### src/rtl/rho_rotate_if.sv
// Page-stream bundle between the theta stage, the rho rotator and its consumer.
// master drives pages in and takes rotated pages out; slave is the rotator.
interface rho_rotate_if;
  logic        start;
  logic        in_valid;
  logic [24:0] In;
  logic        Ready;
  logic        out_valid;
  logic [24:0] Out;
  logic [5:0]  page_index;
  logic        Done;

  modport master (
    output start, in_valid, In,
    input  Ready, out_valid, Out, page_index, Done
  );

  modport slave (
    input  start, in_valid, In,
    output Ready, out_valid, Out, page_index, Done
  );
endinterface

### src/rtl/rho_rotate.sv
// Keccak rho step: buffers 64 slice-pages of 25 lanes, then replays them with
// each lane rotated along z by its fixed offset.
module rho_rotate (
  input  logic         clk,
  input  logic         reset,
  rho_rotate_if.slave  bus
);

  localparam logic [1:0] S_IDLE = 2'd0;
  localparam logic [1:0] S_LOAD = 2'd1;
  localparam logic [1:0] S_ROT  = 2'd2;
  localparam logic [1:0] S_DONE = 2'd3;

  logic [1:0]  r_state;
  logic [5:0]  r_cnt;
  logic [24:0] r_page [64];
  logic [24:0] w_out;
  logic [5:0]  w_src;

  // Rho offsets indexed by lane l = x + 5y.
  function automatic logic [5:0] rho_off(input int l);
    case (l)
      0:  rho_off = 6'd0;
      1:  rho_off = 6'd1;
      2:  rho_off = 6'd62;
      3:  rho_off = 6'd28;
      4:  rho_off = 6'd27;
      5:  rho_off = 6'd36;
      6:  rho_off = 6'd44;
      7:  rho_off = 6'd6;
      8:  rho_off = 6'd55;
      9:  rho_off = 6'd20;
      10: rho_off = 6'd3;
      11: rho_off = 6'd10;
      12: rho_off = 6'd43;
      13: rho_off = 6'd25;
      14: rho_off = 6'd39;
      15: rho_off = 6'd41;
      16: rho_off = 6'd45;
      17: rho_off = 6'd15;
      18: rho_off = 6'd21;
      19: rho_off = 6'd8;
      20: rho_off = 6'd18;
      21: rho_off = 6'd2;
      22: rho_off = 6'd61;
      23: rho_off = 6'd56;
      24: rho_off = 6'd14;
      default: rho_off = 6'd0;
    endcase
  endfunction

  always_ff @(posedge clk or posedge reset) begin
    if (reset) begin
      r_state <= S_IDLE;
      r_cnt   <= 6'd0;
    end else begin
      case (r_state)
        S_IDLE: begin
          if (bus.start) begin
            r_state <= S_LOAD;
            r_cnt   <= 6'd0;
          end
        end
        S_LOAD: begin
          if (bus.in_valid) begin
            r_cnt <= r_cnt + 6'd1;
            if (r_cnt == 6'd63) r_state <= S_ROT;
          end
        end
        S_ROT: begin
          r_cnt <= r_cnt + 6'd1;
          if (r_cnt == 6'd63) r_state <= S_DONE;
        end
        S_DONE:  r_state <= S_IDLE;
        default: r_state <= S_IDLE;
      endcase
    end
  end

  // Page storage is data only; its contents after reset are irrelevant.
  always_ff @(posedge clk) begin
    if (r_state == S_LOAD && bus.in_valid) r_page[r_cnt] <= bus.In;
  end

  // Output page z takes lane l from stored page (z - r_l) mod 64.
  always_comb begin
    w_out = '0;
    w_src = '0;
    for (int l = 0; l < 25; l++) begin
      w_src    = r_cnt - rho_off(l);
      w_out[l] = r_page[w_src][l];
    end
  end

  assign bus.Ready      = (r_state == S_IDLE);
  assign bus.out_valid  = (r_state == S_ROT);
  assign bus.Done       = (r_state == S_DONE);
  assign bus.page_index = r_cnt;
  assign bus.Out        = (r_state == S_ROT) ? w_out : 25'd0;

endmodule

### src/flat_wrapper.sv
// flat-port wrapper written by rule: the top's interface ports become plain ports
module rho_rotate_flat 
  (clk, reset, bus_start, bus_in_valid, bus_In, bus_Ready, bus_out_valid, bus_Out, bus_page_index, bus_Done);
  rho_rotate_if bus_i ();
  input  logic clk;
  input  logic reset;
  input wire logic [$bits(bus_i.start)-1:0] bus_start;
  input wire logic [$bits(bus_i.in_valid)-1:0] bus_in_valid;
  input wire logic [$bits(bus_i.In)-1:0] bus_In;
  output wire logic [$bits(bus_i.Ready)-1:0] bus_Ready;
  output wire logic [$bits(bus_i.out_valid)-1:0] bus_out_valid;
  output wire logic [$bits(bus_i.Out)-1:0] bus_Out;
  output wire logic [$bits(bus_i.page_index)-1:0] bus_page_index;
  output wire logic [$bits(bus_i.Done)-1:0] bus_Done;
  assign bus_i.start = bus_start;
  assign bus_i.in_valid = bus_in_valid;
  assign bus_i.In = bus_In;
  assign bus_Ready = bus_i.Ready;
  assign bus_out_valid = bus_i.out_valid;
  assign bus_Out = bus_i.Out;
  assign bus_page_index = bus_i.page_index;
  assign bus_Done = bus_i.Done;
  rho_rotate u_core (.clk(clk), .reset(reset), .bus(bus_i));
endmodule
### config.mk
export PLATFORM = sky130hd
export DESIGN_NAME = rho_rotate_flat
export DESIGN_NICKNAME = d
export VERILOG_FILES = /design/src/rtl/rho_rotate_if.sv /design/src/rtl/rho_rotate.sv /design/src/flat_wrapper.sv
export SDC_FILE = /design/constraint.sdc
export NUM_CORES = 2
export LEC_CHECK = 0
export ABC_AREA = 1
export CORE_MARGIN = 4
export CORE_UTILIZATION = 50
export CTS_BUF_LIST = sky130_fd_sc_hd__clkbuf_8
export CTS_CLUSTER_SIZE = 30
export DETAILED_ROUTE_END_ITERATION = 6
export PLACE_DENSITY = 0.67
export SLEW_MARGIN = 20
export SYNTH_ARGS = -nofsm -noshare
export SYNTH_HDL_FRONTEND = slang
export SYNTH_SLANG_ARGS = --single-unit
### constraint.sdc
create_clock -name clk -period 4.8 [get_ports clk]
set_input_delay 0.72 -clock clk [delete_from_list [all_inputs] [get_ports clk]]
set_output_delay 0.72 -clock clk [all_outputs]
set_load 0.02 [all_outputs]
==> impl_metrics.json <==
{
  "status": "completed",
  "gp_congestion": 0.915,
  "hold_viol": 0,
  "grtUsageTotal_pct": 28.0,
  "routed_via_density": 5.86,
  "r2r-start": "u_core.bus.page_index[0]",
  "worst_slew_pin_slew_ns": 1.19,
  "cts-root-buf": "clkbuf_8",
  "yosysUniqueCellTypes": 32,
  "final_util_pct": 56.6,
  "gr-total-overflow": 0,
  "skew_ns": 0.0369,
  "instances_no_fill": 7859,
  "synth_nets": 5815,
  "clkPwrFrac_pct": 22.1,
  "start_util_pct": 50.6,
  "period_minus_slack_ns": 4.78,
  "setup_viol": 0,
  "arrival_ns": 4.06,
  "antenna_left": 0,
  "synthesis.instances": 5762,
  "power.switching_mw": 19.1,
  "worstPathCellList": "inv_4 > buf_4 > ha_1 > xnor2_1 > inv_1 > nand3_1 > nand3_1 > a21oi_1 > buf_4",
  "drt_first_pass_iters": 6,
  "path_max_fanout": 12,
  "totalWireLength_um": 201000,
  "clk_latency_ns": 0.96,
  "maxCapViolations": 0,
  "drc": 0,
  "register_area_mm2": 0.0483,
  "ys_seq_area_share_pct": 72.2,
  "fmax_mhz": 209,
  "hold_path.class": "in2async",
  "p_leak_nw": 27.6,
  "cts_hold_buf": 0,
  "dpl_cell_area_mm2": 0.0699,
  "core_area_mm2": 0.132,
  "multi_input_area_mm2": 0.0165,
  "cts.sinks": 1608,
  "pwr-share-seq_pct": 34.7,
  "cp-start-kind": "flop",
  "swShare_pct": 42.3,
  "antenna_found_initial": 7,
  "drtIter0Drc": 6463,
  "cts_max_level": 4,
  "crit_path_start": "u_core.bus.page_index[3]",
  "synth_top_area_share_pct": 71.9,
  "yosys_warnings": 0,
  "drive_above_1_share_pct": 10.1,
  "dp_hpwl_um": 111000,
  "clkTransAtPathRegs_ns": 0.07,
  "die_y_um": 374,
  "required_ns": 4.08,
  "final_max_slew_viol_count": 0,
  "grt_max_degree": 189,
  "synth.area.top_cells": "edfxtp_1 (72%), nand2_1 (11%), nand3_1 (8.7%)",
  "intPower_mw": 26.1,
  "vdd_drop_max_mv": 0.714,
  "power.density_mw_per_mm2": 606,
  "area_growth_pct": 11.9,
  "vias": 46000,
  "design_area_mm2": 0.0748,
  "place_inst": 7410,
  "p_comb_share_pct": 43.2,
  "fill_cells": 10700,
  "std_cell_rows": 133,
  "pin_count": 63,
  "dieArea_mm2": 0.140,
  "portBuffers": 62,
  "grt_pass1_wl_um": 291000,
  "max_slew_margin_pct": 20.1,
  "grt_pass1_vias": 43200,
  "path_class": "reg2out",
  "cts_tree": "built",
  "end_kind": "output pin",
  "die_w_um": 374,
  "tns_ns": 0,
  "whs_ns": 0.176,
  "ctsLongestPathBuffers": 3,
  "syn_area_per_cell_um2": 11.6,
  "wl_per_cell_um": 25.6,
  "slowest_delay_ns": 0.87,
  "cp_slowest_cell": "xnor2_1",
  "cts_buffers": 241,
  "synth_seq_cells": 1608,
  "yosys.area.top_type": "edfxtp_1",
  "syn_area_mm2": 0.0668,
  "fin_nets": 5975,
  "fin_crit_sh_pct": 99.5
}
-- power by group through the flow --
stage / Clock [mW] / Sequential [mW] / Combinational [mW]
5_1_grt: 10.8 / 15.7 / 20.9
6_report: 10.0 / 15.7 / 19.6
3_5_place_dp: 0 / 16.0 / 18.1
3_3_place_gp: 0 / 16.0 / 18.0
4_1_cts: 10.1 / 15.7 / 18.9
2_1_floorplan: 0 / 16.0 / 12.1
-- path summary, 6_finish.rpt --
path / slack (ns) / to / depth (start not counted)
setup reg to reg: 1.47 / u_core.r_page[36][9] / 6
min in group clk: 0.33 / u_core.r_page[63][4] / 1
hold reg to reg: 0.57 / u_core.r_state[1] / 1
setup / recovery: 0.02 / bus_Out[9] / 9
max in group asynchronous: 4.29 / u_core.bus.page_index[1] / 2
hold / removal: 0.18 / u_core.bus.page_index[2] / 2
-- layer usage --
| layer | track usage (%) | up-vias | part of all wire [%] |
|---|---|---|---|
| li1 | - | 20400 | - |
| met3 | 6.08 | 513 | 12 |
| met1 | 38.9 | 22200 | 38 |
| met4 | 13.2 | 4 | 4.9 |
| met2 | 42.3 | 2911 | 45 |
| met5 | 0 | - | 0.018 |
-- flip-flops by register name (all words and copies together), names as in the netlist --
| name | count |
|---|---|
| u_core.r_page | 1600 |
| u_core.bus.page_index | 6 |
| u_core.r_state | 2 |
-- per-stage QoR --
stage / worst slack (ns) / total power [mW]
floorplan: 1.25 / 28.0
global placement: 0.467 / 34.0
detailed placement: 0.453 / 34.2
CTS: -0.0611 / 44.8
global route: -0.0161 / 47.4
finish: 0.0232 / 45.3
-- critical path, delay by kind of cell (launching register included) --
family	cells	cell delay (ns)
xor+xnor	1	0.87
buf+inv	4	0.85
flops	1	0.46
compound gates	1	0.39
simple gates	2	0.27
fa+ha+maj	1	0.26
-- cells by family after synthesis --
family	after synthesis	share of synthesized area, %
AOI/OAI and AO/OA	187	1.49
xor gates and xnor gates	39	0.551
adders and majority gates	24	0.449
buffers and inverters	513	4.01
DFF	1608	72.2
muxes	1	0.0169
and+or+nand+nor	3390	21.3
-- area by class of cell --
class,instances,share of cell area (%)
diodes,2,0.00669
clock buffers,247,4.55
clock inverters,176,1.06
inverters,177,0.979
multi-input cells,3641,22.0
flip-flops and latches,1608,64.5
well taps,1755,2.94
repair buffers,251,3.91
repair inverters,2,0.0268
-- cell usage after synthesis --
cell and number:
xnor2_1 3, xor2_2 1, o22ai_1 7, nand3b_1 5, xor2_1 34, buf_4 27
clkbuf_1 66, inv_2 6, buf_6 60, inv_1 169, edfxtp_1 1600, nand2_2 1
o21ai_1 3, mux2_2 1, buf_1 32, ha_1 24, buf_8 1, nor3_1 2
xnor2_4 1, o21ai_2 2, inv_4 2, dfrtp_1 8, o21bai_1 4, nand2_1 1947
nor2_1 266, o21ai_0 105, buf_2 150, nand3_1 1168, a31oi_1 1, o211ai_1 14
or2_2 1, a21oi_1 51
-- cell usage in the layout (no fill, tap or decap), drive strengths merged, types with 10 or more instances in the layout --
cell type / Yosys / final
a21oi: 51 / 51
buf: 270 / 212
clkbuf: 66 / 252
clkdlybuf4s50: 0 / 14
clkinv: 0 / 79
dlygate4sd2: 0 / 10
edfxtp: 1600 / 1600
ha: 24 / 24
inv: 177 / 270
nand2: 1948 / 1948
nand3: 1168 / 1168
nor2: 266 / 266
o211ai: 14 / 14
o21ai: 110 / 110
xor2: 35 / 35
-- timing repair --
| action | CTS | global route |
|---|---|---|
| gates resized for setup | 54 | 18 |
| setup buffers | 8 | 6 |
| pin swaps | 1 | 2 |
| hold endpoints to repair | 0 | 0 |
| endpoints found under the setup margin | 21 | 10 |
| gates cloned | 7 | 4 |
Power figures use the tool's default switching activity.
